===== config.mk =====
export PLATFORM = sky130hd
export DESIGN_NAME = uart_tx_fifo
export DESIGN_NICKNAME = d
export VERILOG_FILES = /design/src/rtl/uart_tx_fifo.sv
export SDC_FILE = /design/constraint.sdc
export NUM_CORES = 1
export LEC_CHECK = 0
export ABC_AREA = 1
export CAP_MARGIN = 20
export CORE_ASPECT_RATIO = 1.4
export CORE_MARGIN = 2
export CORE_UTILIZATION = 45
export DETAILED_ROUTE_END_ITERATION = 8
export PLACE_DENSITY = 0.72
export SLEW_MARGIN = 25
export SYNTH_ARGS = -nofsm -noshare
export SYNTH_HDL_FRONTEND = slang
export SYNTH_SLANG_ARGS = --single-unit

===== constraint.sdc =====
create_clock -name clk -period 4.72 [get_ports clk]
set_input_delay 0.944 -clock clk [delete_from_list [all_inputs] [get_ports clk]]
set_output_delay 0.944 -clock clk [all_outputs]
set_load 0.005 [all_outputs]

===== src/rtl/uart_tx_fifo.sv =====
// 8N1 UART transmitter fed by a power-of-two byte FIFO, with CTS flow control.
// Serial output is registered from the FSM state, so o_TX lags the state by one clock.
module uart_tx_fifo #(
    parameter int DIVISOR    = 1155,
    parameter int FIFO_DEPTH = 16
) (
    input  logic                          clk,
    input  logic                          i_RESET_N,
    input  logic                          i_WR_STB,
    input  logic [7:0]                    i_WR_DATA,
    input  logic                          i_CTS_N,
    input  logic                          i_CLR_OVR,
    output logic                          o_TX,
    output logic                          o_FULL,
    output logic                          o_EMPTY,
    output logic [$clog2(FIFO_DEPTH):0]   o_COUNT,
    output logic                          o_BUSY,
    output logic                          o_OVERRUN
);

    localparam int             AW          = $clog2(FIFO_DEPTH);
    localparam int             CW          = AW + 1;
    localparam logic [15:0]    BAUD_RELOAD = 16'(DIVISOR - 1);
    localparam logic [CW-1:0]  DEPTH_C     = CW'(FIFO_DEPTH);

    typedef enum logic [1:0] {
        S_IDLE,
        S_START,
        S_DATA,
        S_STOP
    } state_e;

    state_e          state_q, state_d;
    logic [15:0]     baud_q, baud_d;
    logic [2:0]      bit_q, bit_d;
    logic [7:0]      shift_q, shift_d;
    logic            tx_q, tx_d;
    logic [AW-1:0]   wptr_q, wptr_d;
    logic [AW-1:0]   rptr_q, rptr_d;
    logic [CW-1:0]   count_q, count_d;
    logic            ovr_q, ovr_d;
    logic            cts_meta_q, cts_sync_q;
    logic [7:0]      mem [FIFO_DEPTH];

    logic            full, empty, wr_acc, pop;

    assign full   = (count_q == DEPTH_C);
    assign empty  = (count_q == '0);
    assign wr_acc = i_WR_STB && !full;
    // CTS only gates the start of a new frame; a frame in flight always completes.
    assign pop    = (state_q == S_IDLE) && !empty && !cts_sync_q;

    always_comb begin
        state_d = state_q;
        baud_d  = baud_q;
        bit_d   = bit_q;
        shift_d = shift_q;
        tx_d    = 1'b1;
        case (state_q)
            S_IDLE: begin
                tx_d = 1'b1;
                if (pop) begin
                    state_d = S_START;
                    baud_d  = BAUD_RELOAD;
                    bit_d   = 3'd0;
                    shift_d = mem[rptr_q];
                end
            end
            S_START: begin
                tx_d = 1'b0;
                if (baud_q == 16'd0) begin
                    state_d = S_DATA;
                    baud_d  = BAUD_RELOAD;
                end else begin
                    baud_d = baud_q - 16'd1;
                end
            end
            S_DATA: begin
                tx_d = shift_q[0];
                if (baud_q == 16'd0) begin
                    baud_d = BAUD_RELOAD;
                    if (bit_q == 3'd7) begin
                        state_d = S_STOP;
                    end else begin
                        bit_d   = bit_q + 3'd1;
                        shift_d = {1'b0, shift_q[7:1]};
                    end
                end else begin
                    baud_d = baud_q - 16'd1;
                end
            end
            S_STOP: begin
                tx_d = 1'b1;
                if (baud_q == 16'd0) begin
                    state_d = S_IDLE;
                end else begin
                    baud_d = baud_q - 16'd1;
                end
            end
            default: state_d = S_IDLE;
        endcase
    end

    always_comb begin
        wptr_d  = wptr_q;
        rptr_d  = rptr_q;
        count_d = count_q;
        ovr_d   = ovr_q;
        if (wr_acc) wptr_d = wptr_q + AW'(1);
        if (pop)    rptr_d = rptr_q + AW'(1);
        case ({wr_acc, pop})
            2'b10:   count_d = count_q + CW'(1);
            2'b01:   count_d = count_q - CW'(1);
            default: count_d = count_q;
        endcase
        // A dropped write wins over a same-cycle clear.
        if (i_WR_STB && full)  ovr_d = 1'b1;
        else if (i_CLR_OVR)    ovr_d = 1'b0;
    end

    always_ff @(posedge clk or negedge i_RESET_N) begin
        if (!i_RESET_N) begin
            state_q    <= S_IDLE;
            baud_q     <= '0;
            bit_q      <= '0;
            tx_q       <= 1'b1;
            wptr_q     <= '0;
            rptr_q     <= '0;
            count_q    <= '0;
            ovr_q      <= 1'b0;
            cts_meta_q <= 1'b1;
            cts_sync_q <= 1'b1;
        end else begin
            state_q    <= state_d;
            baud_q     <= baud_d;
            bit_q      <= bit_d;
            tx_q       <= tx_d;
            wptr_q     <= wptr_d;
            rptr_q     <= rptr_d;
            count_q    <= count_d;
            ovr_q      <= ovr_d;
            cts_meta_q <= i_CTS_N;
            cts_sync_q <= cts_meta_q;
        end
    end

    always_ff @(posedge clk) begin
        shift_q <= shift_d;
        if (wr_acc) mem[wptr_q] <= i_WR_DATA;
    end

    assign o_TX      = tx_q;
    assign o_FULL    = full;
    assign o_EMPTY   = empty;
    assign o_COUNT   = count_q;
    assign o_BUSY    = (state_q != S_IDLE) || !empty;
    assign o_OVERRUN = ovr_q;

endmodule


==> impl_metrics.py, run 1 <==
metrics = {
    "yosys": {
        "ys_warn_count": 0,
        "syn_avg_cell_area_um2": 9.98,
        "seq_area_frac_synth_pct": 63.0,
        "ys_types": 35,
        "syn-num-nets": 834,
        "synthesis.instances": 801,
        "synth-seq-cells": 174,
        "synth_area_mm2": 0.00800,
    },
    "sta": {
        "drv_slew": 0,
        "max_freq_mhz": 359,
        "skew_ps": 7.57,
        "setup_tns_ps": 0,
        "hold_viol": 0,
        "fin_crit_ps": 2780,
        "fin_crit_sh_pct": 59.0,
        "worst_slew_pin_slew_ps": 826,
        "grt_setup_unrepaired": "no",
        "setup_viol": 0,
        "slew_headroom_pct": 44.8,
    },
    "job": {
        "cap_violations": 0,
    },
    "setup_path": {
        "path_class": "flip-flop to output pin",
        "critPathTopFamily": "buffers and inverters",
        "cp-start-kind": "flip-flop",
        "crit_arrival_ps": 1840,
        "worst_path_max_delay_cell": "clkdlybuf4s50_1",
        "rr_endpoint": "o_COUNT[4]$_DFFE_PN0P_",
        "max_stage_delay_ps": 490,
        "crit_fanout": 5,
        "reg2reg_from": "state_q[0]$_DFFE_PN0P_",
        "rr_worst_depth": 15,
        "critical_path.cell_chain": "inv_1 > ha_1 > nand2_1 > clkdlybuf4s50_1",
        "crit_buf_inv": 2,
        "worst_ep_required_time_ps": 3780,
        "rrSetupSlack_ps": 1990,
        "cp-end-kind": "output pin",
    },
    "die": {
        "ioPinCount": 23,
        "die_area_mm2": 0.0189,
        "dieHeight_um": 162,
        "core_area_mm2": 0.0174,
        "initial_utilization_pct": 45.9,
        "die_x_um": 117,
        "row_count": 57,
    },
    "clock_tree": {
        "clk_pin_slew_ps": 70,
        "cts_buffers": 17,
        "insertion_delay_ps": 420,
        "post_cts_buffers": 0,
        "cts_buffer_depth": 2,
        "clock_tree.root_cell": "clkbuf_16",
        "cts_resized": 0,
        "cts_sinks": 174,
        "cts_htree_levels": 4,
        "cts.hold.buffers_added": 0,
        "cts_tree": "done",
    },
    "worst_hold_path": {
        "holdCritStartpoint": "cts_meta_q$_DFF_PN1_",
        "hold_path_end": "cts_sync_q$_DFF_PN1_",
        "holdCritPathClass": "flip-flop to flip-flop",
        "holdPathStages": 0,
    },
    "final_layout": {
        "multiInputGateArea_mm2": 0.00259,
        "drive_gt1_share_pct": 7.93,
        "syn2layout_area_growth_pct": 12.5,
        "num_antenna_cells": 0,
        "nets": 852,
        "layout_commonest_cell": "nand2_1",
        "fillers": 1563,
        "final_cell_mix": "nand2_1 (257), edfxtp_1 (136), nand3_1 (113)",
        "seq_area_mm2": 0.00504,
    },
    "placed_design": {
        "port_buffers": 22,
        "routabilityCongestion": 0.849,
        "dp.final_hpwl_mm": 11.3,
    },
    "power": {
        "ir_drop_uv": 262,
        "power_mw": 3.58,
        "p_per_area_mw_per_mm2": 398,
        "leakagePower_nw": 3.64,
    },
    "drt": {
        "first_pass_iters": 5,
        "totalWireLength_mm": 16.9,
        "wire_per_inst_um": 15.8,
        "route.detailed.drc": 0,
        "vias": 5483,
        "viasPerCell": 5.13,
        "ant_nets": 0,
        "drt_iter0_drc": 349,
    },
    "global_route": {
        "grt_remaining_overflow": 0,
        "grt_usage_pct": 19.2,
        "grt_pass1_vias": 5502,
        "antenna_found_initial": 0,
        "grt_max_degree": 67,
        "grt_pass1_wl_mm": 27.4,
    },
    "status": {
        "status": "finished, final reports clean",
    },
}
## kinds of logic after synthesis
family	synth area share [%]
flops	63.0
compound gates	2.47
simple gates	25.7
fa+ha+maj	3.22
xor+xnor	1.10
buf+inv	4.52
## state kept, by name, indices dropped and copies added, names as in the netlist, 2 cells and up
register	count
bit_q	3
o_COUNT	5
shift_q	8
state_q	2
baud_q	16
wptr_q	4
rptr_q	4
mem	128
## worst reg2reg max path, cell delays in order (launching register included)
cell	delay, ps
dfrtp_1	420
inv_1	130
ha_1	310
inv_1	70
nor2_1	120
nand2_2	120
inv_1	140
ha_1	290
inv_1	80
fa_1	360
inv_1	90
a21oi_1	70
o21bai_1	160
xor2_1	170
nand2_1	60
o21ai_0	70
## stage by stage
step	hold WS (ps)	instance area [um2]	worst slack [ps]	util [%]	cells
finish	360	9000	1940	51.7	1068
floorplan	345	8000	2350	-	801
CTS	362	8970	1910	51.5	1067
global placement	349	8400	1760	48.3	1035
global route	366	9000	1710	51.7	1068
detailed placement	349	8400	1700	48.3	1035
## cells in the mapped netlist (all sizes together)
cell      n  area [um2]
clkbuf    5        18.8
xor2      9        78.8
nand4    12        75.1
a31oi     1        6.26
nand3   114         583
fa        1        20.0
xnor2     1        8.76
clkinv    3        11.3
a21oi    11        58.8
buf      24         125
inv      55         206
ha       19         238
nand2   264        1020
nand3b    2        15.0
dfstp     3        78.8
o21bai    1        7.51
o211ai    1        7.51
dfrtp    35         876
or2       2        12.5
o21ai    22         118
edfxtp  136        4080
nor2     78         338
nor3      2        10.0
## routing by layer
metal / vias to the layer above / routed length [um] / GRT usage, %
met4: 0 / 423 / 6.74
met3: 32 / 600 / 3.73
met5: - / 0 / 0
met2: 113 / 9040 / 34.9
li1: 2712 / - / -
met1: 2626 / 6840 / 22.4
## layout make-up
type	count	area share (%)
Clock buffer	19	4.81
Clock inverter	13	1.50
Inverter	58	2.42
Multi-Input combinational cell	540	28.8
Sequential cell	174	56.0
Tap cell	236	3.28
Timing Repair Buffer	28	3.12
## worst max-delay path by stage
| stage | slack, ps | depth (start not counted) | startpoint | to |
|---|---|---|---|---|
| floorplan | 2350 | 15 | state_q[0]$_DFFE_PN0P_ | o_COUNT[4]$_DFFE_PN0P_ |
| CTS | 1910 | 4 | state_q[0]$_DFFE_PN0P_ | o_BUSY |
| global route | 1710 | 15 | state_q[0]$_DFFE_PN0P_ | o_COUNT[4]$_DFFE_PN0P_ |
| finish | 1940 | 4 | state_q[0]$_DFFE_PN0P_ | o_BUSY |
| global placement | 1760 | 11 | i_WR_STB | o_COUNT[4]$_DFFE_PN0P_ |
| detailed placement | 1700 | 5 | i_WR_STB | mem[8][1]$_DFFE_PP_ |
## power breakdown
group	internal [mW]	switching (mW)
Sequential	1.81	0.0692
Combinational	0.132	0.238
Clock	0.741	0.594
Total	2.68	0.901
Note: power is estimated with default switching activity, not from simulation.
==> run 2, diff against run 1 <==
PLACE_DENSITY = 0.75   (was 0.72)
clock period = 2.3 ns   (was 4.72 ns; I/O delays follow)
==> run 2 against run 1 <==
- global-route usage fell by 0.16 points
- final cell count is 3.7% higher
- combinational power grew to 2.6 times the previous value
- critical path depth increased by 1
- clock skew increased by 1.8 ps
- largest power group unchanged
- sequential power up 100%
- first-iteration DRC count increased by 19%
- core utilization is 2.1 points higher
- register-to-register slack worse by 1800 ps
- highest routed layer unchanged
- sequential share of layout area shrank 2.2 points
==> impl_metrics.py, run 2 (synthesis gave the netlist of run 1 again) <==
metrics = {
    "final_layout": {
        "largest_register_ffs": 128,
        "layout_commonest_cell": "nand2_1",
        "fin_area_mm2": 0.00936,
        "drive_gt1_share_pct": 13.2,
        "nets": 892,
        "fillers": 1528,
        "multiInputGateArea_mm2": 0.00262,
        "seq_area_mm2": 0.00504,
        "num_antenna_cells": 0,
        "fin_cells": 1108,
        "syn2layout_area_growth_pct": 17.1,
        "largest_register": "mem",
        "final_cell_mix": "nand2_1 (257), edfxtp_1 (136), nand3_1 (112)",
        "reg_top3": "mem x128, baud_q x16, shift_q x8",
    },
    "drt": {
        "route.detailed.drc": 0,
        "ant_nets": 0,
        "totalWireLength_mm": 17.0,
        "viasPerCell": 5.12,
        "first_pass_iters": 6,
        "drt_iter0_drc": 417,
        "wire_per_inst_um": 15.3,
        "vias": 5670,
    },
    "global_route": {
        "grt_remaining_overflow": 0,
        "grt_usage_pct": 19.1,
        "grt_pass1_vias": 5687,
        "grt_pass1_wl_mm": 27.3,
        "antenna_found_initial": 0,
        "grt_max_degree": 67,
    },
    "placed_design": {
        "placed_cells": 1069,
        "dp.final_hpwl_mm": 11.4,
        "dpl-instance-area_mm2": 0.00870,
        "routabilityCongestion": 0.869,
        "port_buffers": 22,
    },
    "sta": {
        "max_freq_mhz": 453,
        "worst_slew_pin_slew_ps": 879,
        "slew_headroom_pct": 41.4,
        "hold_viol": 0,
        "setup_viol": 0,
        "whs_ps": 158,
        "setup_tns_ps": 0,
        "drv_slew": 0,
        "fin_crit_sh_pct": 96.1,
        "fin_crit_ps": 2210,
        "skew_ps": 9.34,
    },
    "die": {
        "ioPinCount": 23,
        "initial_utilization_pct": 45.9,
        "row_count": 57,
        "die_x_um": 117,
        "core_area_mm2": 0.0174,
        "die_area_mm2": 0.0189,
        "dieHeight_um": 162,
    },
    "power": {
        "p_per_area_mw_per_mm2": 819,
        "power_mw": 7.67,
        "ir_drop_uv": 570,
        "leakagePower_nw": 3.84,
    },
    "clock_tree": {
        "insertion_delay_ps": 420,
        "clk_pin_slew_ps": 70,
        "cts_sinks": 174,
        "cts_buffers": 17,
        "cts_htree_levels": 4,
        "cts_tree": "done",
        "cts_buffer_depth": 2,
        "clock_tree.root_cell": "clkbuf_16",
    },
    "setup_path": {
        "path_class": "flip-flop to output pin",
        "crit_fanout": 3,
        "cp-end-kind": "output pin",
        "cp-start-kind": "flip-flop",
        "crit_arrival_ps": 1750,
        "worst_ep_required_time_ps": 1840,
    },
    "worst_hold_path": {
        "holdCritPathClass": "primary input to asynchronous set/reset pin",
    },
    "status": {
        "status": "finished, final reports clean",
    },
    "job": {
        "cap_violations": 0,
    },
}
[run 2: changes by cell type in the layout (fill, tap and decap cells not counted), sizes merged]
cell	before	now
buf	7	47
clkinv	11	6
inv	59	62
clkinvlp	0	2
bufinv	1	2
clkbuf	19	18
[run 2: path summary, 6_finish.rpt]
| kind | slack [ps] | endpoint | cells past startpoint | start |
|---|---|---|---|---|
| setup / recovery | 90 | o_BUSY | 5 | state_q[0]$_DFFE_PN0P_ |
| hold / removal | 160 | baud_q[8]$_DFFE_PN0P_ | 1 | i_RESET_N |
| setup reg to reg | 160 | o_COUNT[4]$_DFFE_PN0P_ | 15 | state_q[0]$_DFFE_PN0P_ |
| hold reg to reg | 360 | cts_sync_q$_DFF_PN1_ | 0 | cts_meta_q$_DFF_PN1_ |
| max in group asynchronous | 1540 | rptr_q[0]$_DFFE_PN0P_ | 1 | i_RESET_N |
| min in group clk | 360 | cts_sync_q$_DFF_PN1_ | 0 | cts_meta_q$_DFF_PN1_ |
[run 2: area by class of cell]
type / count / share of cell area, %
Tap cell: 236 / 3.15
Timing Repair Buffer: 68 / 6.26
Inverter: 58 / 2.33
Multi-Input combinational cell: 540 / 28.0
Sequential cell: 174 / 53.8
Clock buffer: 18 / 4.58
Clock inverter: 14 / 1.82
[run 2: report_power, final]
| group | switching [mW] | total (mW) | internal, mW |
|---|---|---|---|
| Sequential | 0.118 | 3.82 | 3.71 |
| Clock | 1.25 | 2.90 | 1.64 |
| Combinational | 0.557 | 0.945 | 0.388 |
| Total | 1.93 | 7.67 | 5.74 |
[run 2: worst max-delay path: stages, from the launching register on]
cell and delay, ps:
dfrtp_1 350, inv_1 60, ha_2 180, buf_4 150
nand2_1 70, clkdlybuf4s50_1 520
[run 2: metal layers]
| layer | routed length, um | track usage [%] | vias up |
|---|---|---|---|
| li1 | - | - | 2788 |
| met1 | 6690 | 21.8 | 2683 |
| met2 | 9000 | 33.6 | 151 |
| met3 | 687 | 3.99 | 48 |
| met4 | 611 | 9.09 | 0 |
| met5 | 0 | 0 | - |
[run 2: stage by stage]
stage | setup WS, ps | utilization (%)
finish | 90.7 | 53.8
global route | -17.6 | 53.8
CTS | 50.2 | 53.4
detailed placement | 34.5 | 50.0
global placement | 62.0 | 50.0
floorplan | 24.4 | -
[run 2: timing repair]
| item | in CTS | in global routing |
|---|---|---|
| buffers inserted | 0 | 7 |
| hold buffers | 0 | 0 |
| resized for setup | 0 | 6 |
| setup endpoints to repair | 0 | 4 |
==> run 3, diff against run 2 <==
--- a/config.mk
+++ b/config.mk
@@ -9,7 +9,9 @@
 export CAP_MARGIN = 20
+export CELL_PAD_IN_SITES_DETAIL_PLACEMENT = 1
+export CELL_PAD_IN_SITES_GLOBAL_PLACEMENT = 1
 export CORE_ASPECT_RATIO = 1.4
 export CORE_MARGIN = 2
-export CORE_UTILIZATION = 45
+export CORE_UTILIZATION = 44
 export DETAILED_ROUTE_END_ITERATION = 8
-export PLACE_DENSITY = 0.75
+export PLACE_DENSITY = 0.87
 export SLEW_MARGIN = 25
--- a/constraint.sdc
+++ b/constraint.sdc
@@ -3,2 +3,2 @@
 set_output_delay 0.46 -clock clk [all_outputs]
-set_load 0.005 [all_outputs]
+set_load 0.02 [all_outputs]
==> run 3 against run 2 <==
- register-to-register slack lost 60 ps
- largest power group unchanged
- die area grew 2.2%
- non-clock buffer count grew 3
- cell area is essentially flat
- sequential power grew 1%
- flip-flop and latch count is the same
- via count grew 9.6%
- global-route usage grew 6.4 points
- sequential share of layout area is essentially flat
- core utilization shrank 1.6 points
==> impl_metrics.py, run 3 (synthesis gave the netlist of run 1 again) <==
metrics = {
    "global_route": {
        "antenna_found_initial": 0,
        "grt_remaining_overflow": 0,
        "grt_pass1_wl_mm": 36.8,
        "grt_pass1_vias": 6746,
        "grtUsageMet3_pct": 4.29,
        "top_usage_layer": "met2",
        "use_met1_pct": 27.3,
        "grt_max_degree": 35,
        "grt_usage_pct": 25.5,
        "gr-usage-met2_pct": 47.3,
    },
    "clock_tree": {
        "cts_sinks": 174,
        "cts_buffer_depth": 2,
        "cts_buffers": 17,
        "cts_htree_levels": 4,
        "clock_tree.root_cell": "clkbuf_16",
        "clk_pin_slew_ps": 70,
        "cts_tree": "done",
        "insertion_delay_ps": 440,
    },
    "setup_path": {
        "cp-start-kind": "flip-flop",
        "crit_buf_inv": 3,
        "cp-end-kind": "flip-flop",
        "rr_worst_depth": 11,
        "cpMostUsedCell": "nand3_1",
        "critical_path_cell_count": 11,
        "critical_path.cell_chain": "nor2_2 > nand3_1 > nand2_2 > inv_2 > ha_4 > buf_4 > ha_1 > buf_4 > nand3_1 > nand3_1 > a31oi_1",
        "path_class": "flip-flop to flip-flop",
        "max_stage_delay_ps": 450,
        "crit_arrival_ps": 2550,
        "critPathTopFamily": "simple AND/OR/NAND/NOR gates",
        "worst_path_max_delay_cell": "dfrtp_1",
        "crit_fanout": 5,
        "worst_ep_required_time_ps": 2650,
    },
    "drt": {
        "drt_iter0_drc": 426,
        "route.detailed.drc": 0,
        "ant_nets": 0,
        "vias": 6216,
        "wire_per_inst_um": 21.5,
        "totalWireLength_mm": 23.9,
        "first_pass_iters": 5,
        "viasPerCell": 5.57,
    },
    "sta": {
        "drv_slew": 0,
        "worst_slew_pin_slew_ps": 967,
        "fin_crit_sh_pct": 95.9,
        "max_freq_mhz": 454,
        "slew_headroom_pct": 35.3,
        "whs_ps": 350,
        "grt_setup_unrepaired": "yes",
        "setup_ws_ps": 95.0,
        "hold_viol": 0,
        "setup_tns_ps": 0,
        "fin_crit_ps": 2200,
        "setup_viol": 0,
        "skew_ps": 13.9,
    },
    "final_layout": {
        "drive_gt1_share_pct": 14.1,
        "final_cell_mix": "nand2_1 (257), edfxtp_1 (136), nand3_1 (113)",
        "syn2layout_area_growth_pct": 17.0,
        "fillers": 1997,
        "nets": 895,
        "fin_cells": 1115,
        "num_antenna_cells": 0,
        "layout_commonest_cell": "nand2_1",
        "fin_util_pct": 52.2,
        "reg_top3": "mem x128, baud_q x16, shift_q x8",
        "largest_register_ffs": 128,
        "largest_register": "mem",
    },
    "job": {
        "cap_violations": 0,
    },
    "die": {
        "die_x_um": 118,
        "initial_utilization_pct": 44.6,
        "row_count": 58,
        "ioPinCount": 23,
        "die_area_mm2": 0.0193,
        "core_area_mm2": 0.0179,
        "dieHeight_um": 163,
    },
    "placed_design": {
        "routabilityCongestion": 0.857,
        "placed_cells": 1077,
        "port_buffers": 22,
        "detailedPlace.worstSlack_ps": -58.8,
        "dp.final_hpwl_mm": 15.5,
    },
    "power": {
        "leakagePower_nw": 3.85,
        "ir_drop_uv": 585,
        "p_per_area_mw_per_mm2": 829,
    },
    "worst_hold_path": {
        "holdCritPathClass": "primary input to asynchronous set/reset pin",
    },
    "status": {
        "status": "finished, final reports clean",
    },
}
## run 3: final timing paths
| path | startpoint | end | slack [ps] |
|---|---|---|---|
| hold / removal | i_RESET_N | bit_q[0]$_DFFE_PN0P_ | 350 |
| hold reg to reg | cts_meta_q$_DFF_PN1_ | cts_sync_q$_DFF_PN1_ | 360 |
| min in group clk | cts_meta_q$_DFF_PN1_ | cts_sync_q$_DFF_PN1_ | 360 |
| setup / recovery | o_COUNT[1]$_DFFE_PN0P_ | o_COUNT[3]$_DFFE_PN0P_ | 100 |
| setup reg to reg | o_COUNT[1]$_DFFE_PN0P_ | o_COUNT[3]$_DFFE_PN0P_ | 100 |
| max in group asynchronous | i_RESET_N | rptr_q[0]$_DFFE_PN0P_ | 1420 |
## run 3: metal layers
layer  vias to the layer above  share of wire, %
met2                       214                53
met1                      3116                37
met5                         -                 0
met3                        86               4.4
met4                         0               5.0
li1                       2800                 -
## run 3: where the power goes
group	switching [mW]	internal (mW)	total, mW
Combinational	0.688	0.354	1.04
Clock	1.30	1.54	2.84
Sequential	0.160	3.71	3.87
## run 3: worst reg2reg max path, cell delays in order, from the launching register on
cell,delay (ps)
dfrtp_1,450
nor2_2,170
nand3_1,140
nand2_2,110
inv_2,60
ha_4,180
buf_4,130
ha_1,310
buf_4,160
nand3_1,110
nand3_1,110
a31oi_1,200
## run 3: what timing repair did
item	4_1_cts	5_1_grt
setup buffers	0	5
pin swaps	1	5
hold buffers	1	0
hold endpoints to repair	2	0
gates resized for setup	8	10
setup endpoints to repair	4	1
## run 3: area by class of cell
| class | instances | area, um2 | share of cell area [%] |
|---|---|---|---|
| Sequential cell | 174 | 5040 | 53.9 |
| Multi-Input combinational cell | 540 | 2640 | 28.2 |
| Timing Repair Buffer | 71 | 582 | 6.22 |
| Clock buffer | 19 | 443 | 4.74 |
| Tap cell | 240 | 300 | 3.21 |
| Inverter | 58 | 223 | 2.38 |
| Clock inverter | 13 | 130 | 1.39 |
## run 3: per-stage QoR
| stage | area, um2 | total power, mW |
|---|---|---|
| CTS | 9300 | 7.74 |
| floorplan | 8010 | 4.38 |
| global placement | 8710 | 4.79 |
| finish | 9350 | 7.76 |
| global route | 9350 | 7.99 |
| detailed placement | 8710 | 4.90 |
